<file path="config.mk">
export PLATFORM = sky130hd
export DESIGN_NAME = pwm_capture_packer
export DESIGN_NICKNAME = d
export VERILOG_FILES = /design/src/rtl/pwm_capture_packer_pkg.sv /design/src/rtl/pwm_capture_packer_sync_edge.sv /design/src/rtl/pwm_capture_packer.sv
export SDC_FILE = /design/constraint.sdc
export NUM_CORES = 1
export LEC_CHECK = 0
export ABC_AREA = 1
export CORE_ASPECT_RATIO = 0.6
export CORE_MARGIN = 8
export CORE_UTILIZATION = 30
export CTS_BUF_LIST = sky130_fd_sc_hd__clkbuf_16
export DETAILED_ROUTE_END_ITERATION = 10
export PLACE_DENSITY = 0.59
export SLEW_MARGIN = 30
export SYNTH_ARGS = -nofsm -noshare
export SYNTH_HDL_FRONTEND = slang
export SYNTH_SLANG_ARGS = --single-unit
</file>
<file path="constraint.sdc">
create_clock -name clk1 -period 2.71 [get_ports clk1]
set_clock_uncertainty 0.2 [all_clocks]
set_input_delay 0.6775 -clock clk1 [delete_from_list [all_inputs] [get_ports clk1]]
set_output_delay 0.6775 -clock clk1 [all_outputs]
set_load 0.005 [all_outputs]
</file>
<file path="src/rtl/pwm_capture_packer_pkg.sv">
// Shared constants for the PWM capture packer: FSM states, packet type code,
// packet field widths and configuration bit positions.
package pwm_capture_packer_pkg;

  typedef enum logic [2:0] {
    ST_IDLE = 3'd0,
    ST_ARM  = 3'd1,
    ST_HIGH = 3'd2,
    ST_LOW  = 3'd3,
    ST_DONE = 3'd4
  } cap_state_e;

  localparam logic [2:0] PKT_PWM_CAP    = 3'b101;
  localparam int         PKT_TYPE_WIDTH = 3;
  localparam int         PKT_ID_WIDTH   = 8;

  localparam int CFG_ENABLE_BIT      = 0;
  localparam int CFG_OVF_CLEAR_BIT   = 1;
  localparam int CFG_SINGLE_SHOT_BIT = 2;
  localparam int CFG_ID_LSB          = 8;

endpackage

</file>
<file path="src/rtl/pwm_capture_packer_sync_edge.sv">
// Two-flop synchronizer for the external PWM input followed by a level flop;
// rise/fall are registered pulses aligned with the level change.
module pwm_in_sync_edge (
  input  logic clk,
  input  logic rst,
  input  logic async_in,
  output logic level,
  output logic rise,
  output logic fall
);

  logic meta_q, meta_d;
  logic sync_q, sync_d;
  logic level_q, level_d;
  logic rise_q, rise_d;
  logic fall_q, fall_d;

  // Next-state of the synchronizer chain and edge pulses
  always_comb begin
    meta_d  = async_in;
    sync_d  = meta_q;
    level_d = sync_q;
    rise_d  = sync_q & ~level_q;
    fall_d  = ~sync_q & level_q;
  end

  // Synchronizer and edge-detect registers
  always_ff @(posedge clk) begin
    if (rst) begin
      meta_q  <= 1'b0;
      sync_q  <= 1'b0;
      level_q <= 1'b0;
      rise_q  <= 1'b0;
      fall_q  <= 1'b0;
    end else begin
      meta_q  <= meta_d;
      sync_q  <= sync_d;
      level_q <= level_d;
      rise_q  <= rise_d;
      fall_q  <= fall_d;
    end
  end

  assign level = level_q;
  assign rise  = rise_q;
  assign fall  = fall_q;

endmodule

</file>
<file path="src/rtl/pwm_capture_packer.sv">
// Measures period and high time of an external PWM input in clk1 cycles and
// hands each result to the host path through a single-entry packet register.
module pwm_capture_packer
  import pwm_capture_packer_pkg::*;
#(
  parameter int DATA_PACKET_WIDTH = 51,
  parameter int CONFIG_DATA_WIDTH = 32,
  parameter int CNT_WIDTH         = 20
) (
  input  logic                         clk1,
  input  logic                         rst,
  input  logic [CONFIG_DATA_WIDTH-1:0] pwm_config_data,
  input  logic                         pwm_in,
  input  logic                         rd_ready,
  output logic                         dt_pwm_fifo_enable,
  output logic [DATA_PACKET_WIDTH-1:0] dt_pwm_fifo_data,
  output logic                         capture_ovf
);

  localparam logic [CNT_WIDTH-1:0] CNT_MAX = {CNT_WIDTH{1'b1}};
  localparam logic [CNT_WIDTH-1:0] CNT_ONE = {{(CNT_WIDTH-1){1'b0}}, 1'b1};
  localparam int HIGH_LSB   = 0;
  localparam int PERIOD_LSB = CNT_WIDTH;
  localparam int ID_LSB     = 2 * CNT_WIDTH;
  localparam int TYPE_LSB   = 2 * CNT_WIDTH + PKT_ID_WIDTH;

  function automatic logic [CNT_WIDTH-1:0] sat_inc(input logic [CNT_WIDTH-1:0] v);
    if (v == CNT_MAX) begin
      return v;
    end else begin
      return v + CNT_ONE;
    end
  endfunction

  logic                    cfg_enable_s, cfg_ovf_clear_s, cfg_single_shot_s;
  logic [PKT_ID_WIDTH-1:0] cfg_id_s;
  logic                    cfg_unused_s;
  logic                    sync_level_s, sync_rise_s, sync_fall_s;
  logic                    emit_s, drop_s;
  logic [DATA_PACKET_WIDTH-1:0] pkt_s;

  cap_state_e                   state_q, state_d;
  logic [CNT_WIDTH-1:0]         period_q, period_d;
  logic [CNT_WIDTH-1:0]         high_q, high_d;
  logic                         pkt_valid_q, pkt_valid_d;
  logic [DATA_PACKET_WIDTH-1:0] pkt_data_q, pkt_data_d;
  logic                         ovf_q, ovf_d;

  assign cfg_enable_s      = pwm_config_data[CFG_ENABLE_BIT];
  assign cfg_ovf_clear_s   = pwm_config_data[CFG_OVF_CLEAR_BIT];
  assign cfg_single_shot_s = pwm_config_data[CFG_SINGLE_SHOT_BIT];
  assign cfg_id_s          = pwm_config_data[CFG_ID_LSB +: PKT_ID_WIDTH];
  assign cfg_unused_s      = ^{pwm_config_data[CONFIG_DATA_WIDTH-1:CFG_ID_LSB+PKT_ID_WIDTH],
                               pwm_config_data[CFG_ID_LSB-1:CFG_SINGLE_SHOT_BIT+1]};

  pwm_in_sync_edge u_sync (
    .clk      (clk1),
    .rst      (rst),
    .async_in (pwm_in),
    .level    (sync_level_s),
    .rise     (sync_rise_s),
    .fall     (sync_fall_s)
  );

  // Packet image of the current counters; unused upper bits stay zero
  always_comb begin
    pkt_s                              = '0;
    pkt_s[HIGH_LSB +: CNT_WIDTH]       = high_q;
    pkt_s[PERIOD_LSB +: CNT_WIDTH]     = period_q;
    pkt_s[ID_LSB +: PKT_ID_WIDTH]      = cfg_id_s;
    pkt_s[TYPE_LSB +: PKT_TYPE_WIDTH]  = PKT_PWM_CAP;
  end

  // Measurement FSM: counters include the current cycle, so a rise restarts at 1
  always_comb begin
    state_d  = state_q;
    period_d = period_q;
    high_d   = high_q;
    emit_s   = 1'b0;
    if (!cfg_enable_s) begin
      state_d  = ST_IDLE;
      period_d = '0;
      high_d   = '0;
    end else begin
      case (state_q)
        ST_IDLE: begin
          state_d  = ST_ARM;
          period_d = '0;
          high_d   = '0;
        end
        ST_ARM: begin
          if (sync_rise_s) begin
            state_d  = ST_HIGH;
            period_d = CNT_ONE;
            high_d   = CNT_ONE;
          end else begin
            state_d  = ST_ARM;
          end
        end
        ST_HIGH: begin
          if (period_q == CNT_MAX) begin
            emit_s   = 1'b1;
            state_d  = ST_ARM;
            period_d = '0;
            high_d   = '0;
          end else begin
            period_d = sat_inc(period_q);
            high_d   = sync_level_s ? sat_inc(high_q) : high_q;
            state_d  = sync_fall_s ? ST_LOW : ST_HIGH;
          end
        end
        ST_LOW: begin
          if (sync_rise_s) begin
            emit_s   = 1'b1;
            period_d = CNT_ONE;
            high_d   = CNT_ONE;
            state_d  = cfg_single_shot_s ? ST_DONE : ST_HIGH;
          end else if (period_q == CNT_MAX) begin
            emit_s   = 1'b1;
            state_d  = ST_ARM;
            period_d = '0;
            high_d   = '0;
          end else begin
            period_d = sat_inc(period_q);
          end
        end
        ST_DONE: begin
          state_d = ST_DONE;
        end
        default: begin
          state_d  = ST_IDLE;
          period_d = '0;
          high_d   = '0;
        end
      endcase
    end
  end

  // Single-entry output buffer; a drain and a new emit in one cycle keep valid high
  always_comb begin
    pkt_valid_d = pkt_valid_q;
    pkt_data_d  = pkt_data_q;
    drop_s      = 1'b0;
    if (pkt_valid_q && rd_ready) begin
      if (emit_s) begin
        pkt_data_d  = pkt_s;
        pkt_valid_d = 1'b1;
      end else begin
        pkt_valid_d = 1'b0;
      end
    end else if (pkt_valid_q) begin
      if (emit_s) begin
        drop_s = 1'b1;
      end else begin
        drop_s = 1'b0;
      end
    end else begin
      if (emit_s) begin
        pkt_data_d  = pkt_s;
        pkt_valid_d = 1'b1;
      end else begin
        pkt_valid_d = 1'b0;
      end
    end
    if (drop_s) begin
      ovf_d = 1'b1;
    end else if (cfg_ovf_clear_s) begin
      ovf_d = 1'b0;
    end else begin
      ovf_d = ovf_q;
    end
  end

  // State, counter, packet and overflow registers
  always_ff @(posedge clk1) begin
    if (rst) begin
      state_q     <= ST_IDLE;
      period_q    <= '0;
      high_q      <= '0;
      pkt_valid_q <= 1'b0;
      pkt_data_q  <= '0;
      ovf_q       <= 1'b0;
    end else begin
      state_q     <= state_d;
      period_q    <= period_d;
      high_q      <= high_d;
      pkt_valid_q <= pkt_valid_d;
      pkt_data_q  <= pkt_data_d;
      ovf_q       <= ovf_d;
    end
  end

  assign dt_pwm_fifo_enable = pkt_valid_q;
  assign dt_pwm_fifo_data   = pkt_data_q;
  assign capture_ovf        = ovf_q;

endmodule

</file>
==> run_results.csv <==
group,metric,value,unit
status,status,"complete, no violations",
setup_path,worstPathCellList,"ha_1 -> nand3_1 -> nor2_4 -> nand3_4 -> nand2_1 -> nand2_1 -> nand2_1 -> nor3_1",
timing,rsz0062_at_grt,"false",
logic_synthesis,synth_cell_type_count,33,
clock_network,numCtsBuffers,9,
logic_synthesis,syn_area,4700,um2
placed_design,io_buffers,66,
setup_path,cp-end-kind,"flip-flop",
power,p_leak,2.11,nW
timing,period_minus_slack,2.36,ns
clock_network,post_cts_buffers,0,
logic_synthesis,async_flop_share,0,%
grt,antenna_found_initial,0,
clock_network,postCtsHoldBufs,0,
power,p_int,2.40,mW
setup_path,crit_family,"simple AND/OR/NAND/NOR gates",
routing,vias,4541,
placed_design,hpwlAfterDp,9.61,mm
setup_path,start_kind,"flip-flop",
timing,timing_hold_violations_final,0,
grt,gr-total-overflow,0,
logic_synthesis,synth_top_area_share,42.1,%
routing,detail-route-antenna-nets,0,
floorplanning,io_pins,89,
floorplanning,die_y,113,um
placed_design,dp_slack,0.169,ns
finish,n_antenna_cell,0,
finish,drive_gt1_share,7.18,%
timing,setup_viol,0,
clock_network,htree_levels,3,
timing,slew_viol_final,0,
floorplanning,rows,35,
clock_network,clock_path_buffers,2,
timing,fmax,423,MHz
routing,post_drt_wl_per_cell,13.5,um
power,cellPowerDensity,505,nW/um2
timing,timing.final.ws_setup,0.348,ns
floorplanning,design.die.area,20100,um2
logic_synthesis,yosys-top-cells-count,"185 x nand2_1, 101 x nor2_1, 99 x dfxtp_1",
finish,num-fill-cells,1645,
finish,syn_to_final_growth,27.7,%
power,vdd_drop_max,361,uV
setup_path,critical-path-max-stage-delay,0.40,ns
routing,drcViolationCount,0,
routing,viasPerCell,4.62,
routing,firstDrtPassIters,5,
finish,final_util,39.2,%
clock_network,insertion_delay,0.35,ns
logic_synthesis,yosysSeqAreaShare,42.1,%
routing,drt_iter0_drc,377,
setup_path,crit_type,"flip-flop to flip-flop",
setup_path,crit_slowest_cell,"dfxtp_1",
grt,grt_pass1_vias,4083,
hold_path,hold_class,"flip-flop to flip-flop",
power,switchingPower,636,uW
timing,tns,0,ns
floorplanning,fp.dieW,178,um
clock_network,clk_pin_slew,0.07,ns
routing,finalWirelength,13.3,mm
logic_synthesis,synth_fp_nets,741,
setup_path,arrival,2.38,ns
finish,nets,814,
placed_design,place_congestion,0.881,
timing,max_slew.worst_pin.slew,0.597,ns
timing,slew_headroom,60.2,%
logic_synthesis,synth_edf_count,0,
setup_path,critPathMaxFanout,12,
clock_network,clkSinkCount,99,
logic_synthesis,synth_area_per_cell,6.69,um2
floorplanning,core_area,15300,um2
logic_synthesis,ys_warn_count,0,
power,pwr-share-seq,48.4,%
grt,grt_pass1_wl,21.9,mm
setup_path,crit_buf_inv,0,
setup_path,crit_required,2.73,ns
logic_synthesis,yosys.area.top_type,"dfxtp_1",
flow_run,drv_cap,0,
clock_network,cts-root-buf,"clkbuf_16",
power,clkPwrFrac,47.6,%
power,p_comb_share,3.9,%
logic_synthesis,synth_ff_type,"dfxtp_1",
clock_network,cts_resized,0,
floorplanning,initial_utilization,30.7,%
logic_synthesis,netlist_top_cells_area,"dfxtp_1 42%, nand2_1 15%, nand3_1 9.0%",
logic_synthesis,netlist_instances,703,
grt,grt_max_degree,57,
power,p_sw_share,21.0,%
grt,track_usage,13.3,%
setup_path,crit_top_cell,"nand2_1",
logic_synthesis,ys_ff_latch,99,
timing,post-route-period-util,87.2,%
clock_network,cts_tree,"built",
logic_synthesis,yosysMostFrequentCell,"nand2_1",
==> state kept, by name, summed over array words and instances, names as in the netlist <==
register / cells
u_sync.meta_q: 1
state_q: 3
period_q: 20
high_q: 20
dt_pwm_fifo_data: 49
u_sync.fall: 1
u_sync.rise: 1
capture_ovf: 1
u_sync.level: 1
u_sync.level_d: 1
dt_pwm_fifo_enable: 1
==> logic make-up (layout without fill, tap and decap cells) <==
kind of cell / Yosys count / count (layout) / synth area share, %
fa+ha+maj: 2 / 2 / 0.532
simple gates: 406 / 406 / 36.9
other cells: 1 / 1 / 0.0797
xor+xnor: 7 / 7 / 1.30
buf+inv: 93 / 170 / 8.14
flops: 99 / 99 / 42.1
compound gates: 95 / 95 / 10.9
==> stage by stage <==
| stage | hold slack (ns) | cell area [um2] | instances | total power [mW] |
|---|---|---|---|---|
| 2_1_floorplan | 0.188 | 4700 | 703 | 1.57 |
| 3_3_place_gp | 0.243 | 5670 | 968 | 1.62 |
| 3_5_place_dp | 0.239 | 5670 | 968 | 1.62 |
| 4_1_cts | 0.248 | 6000 | 983 | 3.07 |
| 5_1_grt | 0.272 | 6000 | 983 | 3.14 |
| 6_report | 0.242 | 6000 | 983 | 3.03 |
==> cell type report <==
class / instances / area [um2] / share of cell area (%)
repair buffers: 92 / 863 / 14.4
inverters: 63 / 236 / 3.94
clock inverters: 6 / 105 / 1.75
flip-flops and latches: 99 / 1980 / 33.0
well taps: 203 / 254 / 4.23
clock buffers: 9 / 225 / 3.75
multi-input cells: 511 / 2340 / 38.9
==> power groups by stage <==
| stage | Combinational (mW) | Clock [mW] | Sequential, mW |
|---|---|---|---|
| finish | 0.120 | 1.44 | 1.47 |
| global route | 0.133 | 1.54 | 1.47 |
| CTS | 0.119 | 1.48 | 1.47 |
| detailed placement | 0.118 | 0 | 1.50 |
| global placement | 0.119 | 0 | 1.50 |
| floorplan | 0.0698 | 0 | 1.50 |
==> routing by layer <==
layer	vias up	GRT usage, %	routed length, um
li1	2408	-	-
met1	1995	21.3	7620
met2	128	16.1	4540
met3	10	4.16	1040
met4	0	3.26	102
met5	-	0	0
==> cell usage in the layout, fill, tap and decap left out, types with 2 or more instances in the layout <==
master and count:
a21oi_1 69, a21oi_4 2, a31oi_1 3, buf_4 25
bufinv_16 3, clkbuf_16 9, clkdlybuf4s50_1 65, clkinv_1 3
dfxtp_1 99, ha_1 2, inv_1 59, inv_2 3
nand2_1 185, nand2_2 2, nand3_1 85, nand4_1 5
nor2_1 101, nor2_2 4, nor3_1 15, nor3b_1 3
o21ai_0 16, o21bai_1 2, o22ai_1 2, xnor2_1 3
xor2_1 4
==> final timing paths <==
kind	endpoint	slack, ns	cells after the start	from
setup / recovery	period_q[12]$_SDFFE_PP0P_	0.35	8	period_q[0]$_SDFFE_PP0P_
hold / removal	u_sync.rise$_SDFF_PP0_	0.24	1	u_sync.level$_SDFF_PP0_
setup reg to reg	period_q[12]$_SDFFE_PP0P_	0.35	8	period_q[0]$_SDFFE_PP0P_
hold reg to reg	u_sync.rise$_SDFF_PP0_	0.24	1	u_sync.level$_SDFF_PP0_
Power figures use the tool's default switching activity.
==> RTL edit: new RTL, same flow settings <==
The package constant `CFG_SINGLE_SHOT_BIT` goes from 2 to 1.
--- a/src/rtl/pwm_capture_packer_pkg.sv
+++ b/src/rtl/pwm_capture_packer_pkg.sv
@@ -17,5 +17,5 @@
   localparam int CFG_ENABLE_BIT      = 0;
   localparam int CFG_OVF_CLEAR_BIT   = 1;
-  localparam int CFG_SINGLE_SHOT_BIT = 2;
+  localparam int CFG_SINGLE_SHOT_BIT = 1;
   localparam int CFG_ID_LSB          = 8;
 
Behaviour: not the same (Yosys sat finds a counterexample within 10 cycles, from zero or initial values and one cycle with rst high).
==> RTL edit against the original RTL <==
- first-iteration DRC count decreased by 1.9%
- routed wire length decreased by 2.6%
- cell area decreased by 2.9%
- sequential share of layout area increased by 0.98 points
- sequential cell count unchanged
- global-route usage increased by 0.098 points
- area after synthesis decreased by 1.5%
- die area decreased by 1.3%
- total power decreased by 4.0%
- setup slack improved by 0.033 ns
- clock power decreased by 7%
- critical endpoint is now period_q[4]
- largest power group unchanged
==> RTL edit: results (changes against the original RTL) <==
{| class="wikitable"
! Metric !! Value
|-
| Fraction of final layout cells with drive strength greater than 1 || 7.53% (+0.35 points)
|-
| Hold Startpoint || u_sync.meta_q
|-
| Total iterations of the first detailed-routing run || 5 (unchanged)
|-
| Number of cells on the worst hold path || 2 (+1)
|-
| DP Wirelength || 9410 microns (-2.1%)
|-
| Total track usage || 13.4% (+0.098 points)
|-
| Capture endpoint of the worst hold path || u_sync.level_d
|-
| Async SR Flop Fraction || 0% (unchanged)
|-
| Crit-path max FO || 10 (-2)
|-
| Class of the tightest hold or removal check || register to register
|-
| Antenna violations before repair || 0 (unchanged)
|-
| Maximum ir drop on the vdd rail || 241 uV (-33%)
|-
| Worst R2R Setup Slack || 0.38 ns (+0.03 ns)
|-
| First-pass GRT wire length || 21,700 microns (-1.3%)
|-
| Portion of the post-synthesis area used by sequential elements || 42.8% (+0.64 points)
|-
| Result of the run || complete, no violations
|-
| Vias || 4,377 (-3.6%)
|-
| # port buffers || 65 (-1.5%)
|-
| Filler cell count in the final layout || 1,637 (-0.49%)
|-
| Worst setup slack before clock tree synthesis || 0.348 ns (+0.179 ns)
|-
| Clock root buffer || sky130_fd_sc_hd__clkbuf_16
|-
| Register-to-Register Path Depth || 12 (+4)
|-
| Drt first-iter violations || 370 (-1.9%)
|-
| Vias in the first global route || 4,010 (-1.8%)
|-
| N_diodes || 0 (unchanged)
|-
| Post-synthesis cell type count || 32 (-3.0%)
|-
| Delay of the slowest cell on the worst path || 0.42 ns (+0.02 ns)
|-
| Most frequent cells after synthesis || sky130_fd_sc_hd__nand2_1 (160), sky130_fd_sc_hd__nor2_1 (101), sky130_fd_sc_hd__dfxtp_1 (99), sky130_fd_sc_hd__nand3_1 (84), sky130_fd_sc_hd__a21oi_1 (73)
|-
| Maximum buffer depth of the clock tree || 2 (unchanged)
|-
| Number of levels the H-tree was split into || 3 (unchanged)
|-
| Net count reported at finish || 777 (-4.5%)
|-
| Synthesized Nets || 716 (-3.4%)
|-
| Worst-path clk slew || 0.07 ns (about the same)
|-
| Placed Area || 5520 sq um (-2.7%)
|-
| Most common flop cell mapped by yosys || sky130_fd_sc_hd__dfxtp_1
|-
| Number of buffers inserted during clock tree synthesis || 9 (unchanged)
|-
| Leakage || 1.90 nW (-10%)
|-
| RePlAce Congestion || 0.836 (-5.1%)
|-
| Slew at the pin closest to its max-slew limit || 0.601 ns (+0.00457 ns)
|-
| Count of yosys warnings during synthesis || 0 (unchanged)
|-
| Flip-flop count of the largest register, all copies and words added || 49 (unchanged)
|-
| Clock insertion delay at the later pin of the skew report || 0.35 ns (about the same)
|-
| Worst r2r dst || period_q[4]
|-
| WL per Instance || 13.7 microns (+1.1%)
|-
| Max frequency || 429 MHz (+1.4%)
|-
| Ranking of synthesized cells by area || sky130_fd_sc_hd__dfxtp_1 (43%), sky130_fd_sc_hd__nand2_1 (13%), sky130_fd_sc_hd__nand3_1 (9.1%)
|-
| Max Transition Viols Final || 0 (unchanged)
|}
[RTL edit: cells by family (layout without fill, tap and decap cells)]
logic type                 Yosys count  in the layout  share of synthesized area [%]
buffers and inverters               81            147                           7.48
adders and majority gates            2              2                          0.540
and+or+nand+nor                    391            391                           36.6
AOI/OAI and AO/OA                   94             94                           10.6
DFF                                 99             99                           42.8
xor gates and xnor gates            10             10                           1.89
other                                1              1                         0.0809
[RTL edit: layout make-up]
cell class | instances | share of cell area [%]
timing repair buffer | 82 | 13.7
sequential | 99 | 34.0
clock buffer | 9 | 3.86
inverter | 49 | 3.15
tap | 203 | 4.36
multi-input combinational | 498 | 39.5
clock inverter | 7 | 1.44
[RTL edit: how the worst max path moves through the flow]
stage                        from      endpoint  depth (start not counted)
4_1_cts               period_q[0]  period_q[15]                         11
5_1_grt               period_q[0]   period_q[4]                         12
3_3_place_gp   pwm_config_data[0]     high_q[9]                          6
3_5_place_dp   pwm_config_data[0]   period_q[0]                          6
2_1_floorplan           high_q[0]    high_q[14]                         11
6_report              period_q[0]   period_q[4]                         12
[RTL edit: stage by stage]
stage	cells	power, mW	hold WS [ns]	util, %
after detailed placement	931	1.61	0.206	36.2
after floorplan	678	1.57	0.188	-
after global routing	947	3.03	0.258	38.3
final	947	2.91	0.222	38.3
after global placement	931	1.61	0.199	36.2
after CTS	947	2.96	0.223	38.3
[RTL edit: worst max-delay path: cells and delay by family, from the launching register on]
kind                     cells  cell delay, ns
AO/OA/AOI/OAI                1            0.10
adder cells (fa/ha/maj)      1            0.19
buffers and inverters        4            0.40
flip-flops                   1            0.42
AND/OR/NAND/NOR              6            0.91
[RTL edit: power by group]
part / leakage (nW) / internal, mW / switching (mW)
sequential: 0.798 / 1.46 / 0.00902
clock: 0.149 / 0.733 / 0.604
combinational: 0.955 / 0.0372 / 0.0692
[RTL edit: metal layers]
layer  up-vias  track usage [%]  part of all wire, %
met2       139             15.7                   31
li1       2320                -                    -
met4         0             2.18                 0.45
met3         8             5.67                   11
met1      1910             21.4                   57
met5         -                0                    0
